==> config.mk <==
export PLATFORM = sky130hd
export DESIGN_NAME = phrase_editor
export DESIGN_NICKNAME = d
export VERILOG_FILES = /design/src/rtl/phrase_editor.sv
export SDC_FILE = /design/constraint.sdc
export NUM_CORES = 1
export LEC_CHECK = 0
export BUFFER_PORTS_ARGS = -buffer_cell sky130_fd_sc_hd__clkbuf_2
export CORE_MARGIN = 4
export CORE_UTILIZATION = 40
export CTS_CLUSTER_SIZE = 25
export DETAILED_ROUTE_END_ITERATION = 16
export MAX_ROUTING_LAYER = met4
export PLACE_DENSITY = 0.58
export SETUP_SLACK_MARGIN = 0.1
export SLEW_MARGIN = 0
export SYNTH_ARGS = -nofsm -noshare
export SYNTH_HDL_FRONTEND = slang
export SYNTH_SLANG_ARGS = --single-unit
==> constraint.sdc <==
create_clock -name clk -period 10.3 [get_ports clk]
set_input_delay 1.03 -clock clk [delete_from_list [all_inputs] [get_ports clk]]
set_output_delay 1.03 -clock clk [all_outputs]
set_load 0.03 [all_outputs]
==> src/rtl/phrase_editor.sv <==
// Phrase editor: cursor navigation plus a four-state read-modify-write
// transaction that edits one field of a phrase entry in LINES x 16-bit storage.
module phrase_editor #(
   parameter int unsigned LINES    = 16,
   parameter logic [7:0]  MAX_NOTE = 8'h6B
) (
   input  logic                       clk,
   input  logic                       reset_active_high,
   input  logic                       btn_up,
   input  logic                       btn_down,
   input  logic                       btn_left,
   input  logic                       btn_right,
   input  logic                       btn_clear,
   input  logic                       edit_hold,
   input  logic [$clog2(LINES)-1:0]   rd_line,
   output logic [15:0]                rd_entry,
   output logic [$clog2(LINES)-1:0]   cursor_line,
   output logic [1:0]                 cursor_field,
   output logic [15:0]                cursor_entry,
   output logic                       busy,
   output logic                       write_strobe
);

   localparam int unsigned AW = $clog2(LINES);

   localparam logic [1:0] F_NOTE = 2'd0;
   localparam logic [1:0] F_VOL  = 2'd1;
   localparam logic [1:0] F_INST = 2'd2;

   typedef enum logic [1:0] {S_IDLE, S_FETCH, S_APPLY, S_COMMIT} state_t;
   typedef enum logic [1:0] {OP_UP, OP_DOWN, OP_CLEAR} op_t;

   state_t        state;
   op_t           op_q;
   logic [15:0]   work;
   logic [AW-1:0] wline;
   logic [15:0]   mem [LINES];

   // Field edit: note saturates at MAX_NOTE (out-of-range notes clamp first),
   // volume saturates at 0..63, instrument wraps modulo 4.
   function automatic logic [15:0] apply_edit(input logic [15:0] e,
                                              input op_t op,
                                              input logic [1:0] fld);
      logic [7:0] n;
      logic [5:0] v;
      logic [1:0] i;
      n = e[15:8];
      v = e[7:2];
      i = e[1:0];
      case (fld)
         F_NOTE: begin
            if (n > MAX_NOTE) n = MAX_NOTE;
            if (op == OP_UP) begin
               if (n < MAX_NOTE) n = n + 8'd1;
            end else if (n != 8'd0) begin
               n = n - 8'd1;
            end
         end
         F_VOL: begin
            if (op == OP_UP) begin
               if (v != 6'd63) v = v + 6'd1;
            end else if (v != 6'd0) begin
               v = v - 6'd1;
            end
         end
         F_INST: i = (op == OP_UP) ? i + 2'd1 : i - 2'd1;
         default: ;
      endcase
      if (op == OP_CLEAR) apply_edit = 16'h0000;
      else                apply_edit = {n, v, i};
   endfunction

   always_ff @(posedge clk or posedge reset_active_high) begin
      if (reset_active_high) begin
         state        <= S_IDLE;
         op_q         <= OP_UP;
         work         <= 16'h0000;
         wline        <= '0;
         cursor_line  <= '0;
         cursor_field <= F_NOTE;
         busy         <= 1'b0;
         write_strobe <= 1'b0;
         rd_entry     <= 16'h0000;
         cursor_entry <= 16'h0000;
         mem          <= '{default: 16'h0000};
      end else begin
         rd_entry     <= mem[rd_line];
         cursor_entry <= mem[cursor_line];
         write_strobe <= 1'b0;
         case (state)
            S_IDLE: begin
               // Single accepted button per cycle: clear > up > down > left > right
               if (btn_clear) begin
                  if (edit_hold) begin
                     op_q  <= OP_CLEAR;
                     state <= S_FETCH;
                     busy  <= 1'b1;
                  end
               end else if (btn_up) begin
                  if (edit_hold) begin
                     op_q  <= OP_UP;
                     state <= S_FETCH;
                     busy  <= 1'b1;
                  end else if (cursor_line == '0) begin
                     cursor_line <= AW'(LINES - 1);
                  end else begin
                     cursor_line <= cursor_line - AW'(1);
                  end
               end else if (btn_down) begin
                  if (edit_hold) begin
                     op_q  <= OP_DOWN;
                     state <= S_FETCH;
                     busy  <= 1'b1;
                  end else if (cursor_line == AW'(LINES - 1)) begin
                     cursor_line <= '0;
                  end else begin
                     cursor_line <= cursor_line + AW'(1);
                  end
               end else if (btn_left) begin
                  if (edit_hold)
                     cursor_field <= (cursor_field == F_NOTE) ? F_INST : cursor_field - 2'd1;
               end else if (btn_right) begin
                  if (edit_hold)
                     cursor_field <= (cursor_field == F_INST) ? F_NOTE : cursor_field + 2'd1;
               end
            end
            S_FETCH: begin
               work  <= mem[cursor_line];
               wline <= cursor_line;
               state <= S_APPLY;
            end
            S_APPLY: begin
               work         <= apply_edit(work, op_q, cursor_field);
               write_strobe <= 1'b1;
               state        <= S_COMMIT;
            end
            S_COMMIT: begin
               mem[wline] <= work;
               busy       <= 1'b0;
               state      <= S_IDLE;
            end
            default: state <= S_IDLE;
         endcase
      end
   end

endmodule

## Word-level counts from Yosys, hierarchy flattened

Cells that the tools add are included.

- Register bits: 320
- Input port bits: 12
- Output and inout bits: 40
- Logic and storage cells: 137

- Add/subtract/negate cells: 10
- Magnitude comparators: 6
- Eq/ne operators: 14
- Muxes and demuxes: 53
- Bitwise logic cells: 7
- Reduce and logical (&&, ||, !) cells: 19

Operator list:

| cell | number |
|---|---|
| bitwise mux 256 bit | 1 |
| binary-select mux 16 bit (select 4 bit) | 2 |
| 2-to-1 mux 16 bit | 6 |
| demux 16 bit (select 4 bit) | 1 |
| 2-to-1 mux 8 bit | 7 |
| 2-to-1 mux 2 bit | 18 |
| case mux 16 bit (2 select lines) | 1 |
| 2-to-1 mux 4 bit | 6 |
| 2-to-1 mux 6 bit | 4 |
| greater-or-equal comparator 5 bit, second input constant | 3 |
| inverter 4 -> 5 bit | 3 |
| inequality test 4 bit, second input constant | 3 |
| adder 8 x 1 -> 8 bit, second input constant | 1 |
| == test 2 bit, second input constant | 4 |
| > comparator 8 x 7 -> 1 bit, second input constant | 1 |
| less-than comparator 8 x 7 -> 1 bit, second input constant | 1 |
| case mux 2 bit (4 select lines) | 1 |
| AND reduction 4 bit | 2 |
| nonzero test 2 bit | 4 |
| nonzero test 8 bit | 1 |
| subtractor 8 x 1 -> 8 bit, second input constant | 1 |
| adder 6 x 1 -> 6 bit, second input constant | 1 |
| logical NOT 2 bit | 3 |
| inequality test 3 bit, second input constant | 2 |
| 20 further kinds | 32 |

## Depth between registers and ports, before layout

- Depth after elaboration: 10
- Gate-level depth with buffers: 10
- Depth with buffers taken out: 9

## Worst setup path after synthesis

No wires, ideal clock.

- Path type: in2reg
- From: input port rd_line[0]
- To: register rd_entry[0]
- Setup time: 0.138 ns
- Arrival: 2.692 ns
- Required time: 10.162 ns
- Path slack: 7.470 ns
- Stages: 4
- Path through: clkbuf_1 buf_2 mux4_2 mux4_2

- Longest elaborated chain between the ends: 4

Ends and longest elaborated chain:

| what | line | text |
|---|---|---|
| start: declaration | 15 | `input logic [$clog2(LINES)-1:0] rd_line,` |
| inverter 4 -> 5 bit (not written as such) | 87 | `rd_entry <= mem[rd_line];` |
| binary-select mux 16 bit (select 4 bit) | 87 |  |
| 2-to-1 mux 16 bit (not written as such) (2 in series) | 87 |  |
| end signal: assignment | 87 |  |
| end: declaration | 16 | `output logic [15:0] rd_entry,` |

Every way passes these cells. The select of a mux whose other input is x is not followed.
A chain may end at the register's enable or synchronous reset.

## Worst setup path after layout

- From: register cursor_line[0]
- To: register work[6]

- Longest elaborated chain between the ends: 5

Ends and longest elaborated chain:

| what | line | text |
|---|---|---|
| start: declaration | 17 | `output logic [$clog2(LINES)-1:0] cursor_line,` |
| start signal: assignment | 105 | `cursor_line <= AW'(LINES - 1);` |
| start signal: assignment | 107 | `cursor_line <= cursor_line - AW'(1);` |
| start signal: assignment | 117 | `cursor_line <= cursor_line + AW'(1);` |
| inverter 4 -> 5 bit (not written as such) | 128 | `work <= mem[cursor_line];` |
| binary-select mux 16 bit (select 4 bit) | 128 |  |
| 2-to-1 mux 16 bit (not written as such) (2 in series) | 128 |  |
| case mux 16 bit (2 select lines) | 90 | `case (state)` |
| end signal: assignment | 128 |  |
| end signal: assignment | 133 | `work <= apply_edit(work, op_q, cursor_field);` |
| end: declaration | 35 | `logic [15:0] work;` |

Every way passes these cells. The select of a mux whose other input is x is not followed.

==> results.txt <==
DRT met1 WL -> 19600 um
Clk Latency, worst-skew pair -> 520 ps
Worst Skew -> 10.1 ps
Least-Margin Pin Slew -> 1050 ps
launch point of the worst reg-to-reg path -> cursor_line[0]
CP max stage cell -> dfrtp_4
main area contributors after synthesis -> dfrtp_1 (49%), mux4_2 (21%), mux2_2 (15%)
Yosys reg bits -> 320
antenna-violating nets left -> 0
Ys Warns -> 0
fin nets -> 1163
FFs w/ async S/R, synth -> 100%
final hold vios -> 0
placer congestion estimate -> 0.815
Yosys top cell area share -> 48.6%
r2r worst-path depth -> 6
clock sinks -> 320
Port-buffer cells -> 51
status -> finished, final reports clean
xor and xnor area share after synthesis -> 0.425%
Post-Syn Area -> 16500 um^2
power density over the cells -> 276 nW/um^2
gate count after technology mapping -> 1132
Vias/cell -> 6.01
area occupied by multi-input gates -> 8030 um^2
gr usage total -> 20.5%
Setup Fix Bufs, Post-CTS -> 0
max_slew headroom -> 30.2%
VDD IR max -> 0.108 mV
Syn Nets -> 1161
Die W -> 211 um
HP Class -> flip-flop to flip-flop
met3 wire len -> 2560 um
CTS tree -> yes
RSZ-0062 raised after global routing -> no
largest family of logic cells by synthesized area -> multiplexers
post-layout min period -> 3280 ps
Syn Area/Cell -> 14.6 um^2
CP max FO -> 44
Adder-Cell Fraction of Synth Area -> 1.34%
DRC viols -> 0
Top Metal Used -> met4
Compound-Gate Fraction of Synth Area -> 5.35%
Initial Util -> 40.4%
TritonCTS Buffers -> 35
register area -> 8020 um^2
post-synthesis mux area share -> 37.1%
dominant synthesized flop cell -> dfrtp_1
Post-CTS Resized -> 0
Slew Viols, Final -> 0
CTS Hold Bufs -> 0
initial antenna violation count -> 1
post-DP HPWL -> 26000 um
fin crit share -> 31.9%
global-route wire length before repair -> 67300 um
Worst Path Arrival -> 3690 ps
drt wl/cell -> 25.6 um
vias in the first global route -> 10700
post-layout util -> 45.0%
CP startpoint -> cursor_line[0]
1st-iter DRT viols -> 926
R2R Path End -> work[6]
setup slack, reg-to-reg -> 7020 ps
Fmax -> 305 MHz
Clock Path Buffers -> 3
final setup fails -> 0
H-tree Lvls -> 2
Root Buffer -> clkbuf_16
Yosys top cell by area -> dfrtp_1
unique cell type count in the Yosys netlist -> 59
Clock transition at path regs -> 70 ps
pin count of the biggest net entering global routing -> 183
number of synthesized flops with an enable pin -> 0
layout cells sized above 1 -> 44.7%
worst setup path category -> flip-flop to flip-flop
Area growth syn-to-layout -> 11.2%
Overflow after GRT -> 0
max_cap viols -> 0
worst setup path end -> work[6]
chip height -> 211 um
fill count -> 3606
WP data required -> 10710 ps
static leakage -> 8.14 nW
CP Capture Type -> flip-flop
Core Area -> 40700 um^2
drt first pass iters -> 5
slowest stage delay, CP -> 1000 ps
post-synthesis sequential area ratio -> 48.6%
crit-path cells -> buf_4 -> mux4_2 -> mux4_2 -> nand2_1 -> o31ai_1 -> mux2_2
simple logic cell fraction of the synthesized area -> 4.08%
setup TNS -> 0 ps
total die area -> 44500 um^2
Post-Route WL -> 43200 um
io pins -> 52
crit path launch type -> flip-flop
CP most frequent cell -> mux4_2
via count -> 10200
Site Rows -> 74
met2 wire len -> 20000 um
[per-layer routing]
| layer | GRT usage (%) | vias to the layer above |
|---|---|---|
| met5 | - | - |
| met4 | 5.66 | 0 |
| met3 | 3.19 | 69 |
| met2 | 31.3 | 304 |
| met1 | 29.0 | 5466 |
| li1 | - | 4332 |
[synth_stat cells, types with 4 or more instances]
| master | instances |
|---|---|
| a21oi_1 | 18 |
| buf_6 | 5 |
| nand3_1 | 6 |
| a31oi_1 | 4 |
| clkbuf_1 | 63 |
| mux2_2 | 226 |
| buf_2 | 18 |
| nor3_1 | 8 |
| a221oi_1 | 6 |
| inv_1 | 18 |
| nor2b_1 | 9 |
| nand2b_1 | 8 |
| mux2i_1 | 5 |
| ha_1 | 16 |
| mux4_2 | 156 |
| nand2_1 | 62 |
| buf_1 | 12 |
| o31ai_1 | 4 |
| o21ai_0 | 51 |
| dfrtp_1 | 320 |
| a22oi_1 | 10 |
| nor2_1 | 33 |
| xor2_1 | 4 |
| xnor2_1 | 4 |
| o211ai_1 | 4 |
[cells in the final DEF, fill, tap and decap left out, types with 8 or more instances in the layout]
cell	count
dfrtp_1	318
nor2_1	24
mux4_2	156
inv_1	17
a22oi_1	10
nand2b_1	8
mux2_2	226
o21ai_0	51
a21oi_1	18
buf_4	14
clkbuf_2	49
nor2_4	9
clkbuf_16	37
nor3_1	8
nor2b_1	8
clkbuf_1	9
ha_1	16
nand2_1	62
[state kept, by name, summed over array words and instances (netlist names)]
name          flops
work             16
cursor_field      2
cursor_entry     16
busy              1
cursor_line       4
mem             256
state             2
wline             4
rd_entry         16
op_q              2
write_strobe      1
[where the power goes]
part | leakage (nW) | switching (mW) | internal [mW] | total (mW)
sequential | 4.32 | 0.443 | 1.61 | 2.05
combinational | 3.25 | 0.864 | 0.873 | 1.74
clock | 0.569 | 0.506 | 0.768 | 1.27
[area by class of cell]
type                       instances  share of cell area (%)
clock buffer                      51                    5.61
multi-input combinational        693                    43.8
clock inverter                    10                   0.696
timing repair buffer              65                    2.05
inverter                          19                   0.430
sequential                       320                    43.7
antenna                            1                  0.0137
tap                              532                    3.63
[how the worst min path moves through the flow]
stage                     startpoint       end  slack (ps)  depth (start not counted)
after global routing        mem[242]  mem[242]         540                          2
after detailed placement    mem[195]  mem[195]         490                          2
final                       mem[206]  mem[206]         500                          2
after global placement      mem[197]  mem[197]         480                          2
after CTS                   mem[206]  mem[206]         510                          2
after floorplan             mem[210]  mem[210]         460                          2
[cells by family (layout without fill, tap and decap cells)]
family / Yosys count / after routing
compound gates: 135 / 135
xor+xnor: 8 / 8
fa+ha+maj: 17 / 17
buf+inv: 119 / 145
flops: 320 / 320
mux: 387 / 387
other cells: 0 / 1
simple gates: 146 / 146
[worst max-delay path: cells and delay by family, from the launching register on]
family / cells / cell delay [ps]
buffers and inverters: 1 / 560
AND/OR/NAND/NOR: 1 / 100
AO/OA/AOI/OAI: 1 / 70
flip-flops: 1 / 1000
multiplexers: 3 / 1370
[stage by stage]
stage                     instances  total power, mW  hold WS (ps)  worst slack, ps  instance area, um^2
after floorplan                1132             3.29           461              414                16500
after global placement         1629             3.78           478             6800                17200
after detailed placement       1629             3.81           494             6760                17200
after CTS                      1690             5.09           507             6930                18300
after global routing           1691             5.34           536             6720                18300
final                          1691             5.06           501             7020                18300
Power figures use the tool's default switching activity.
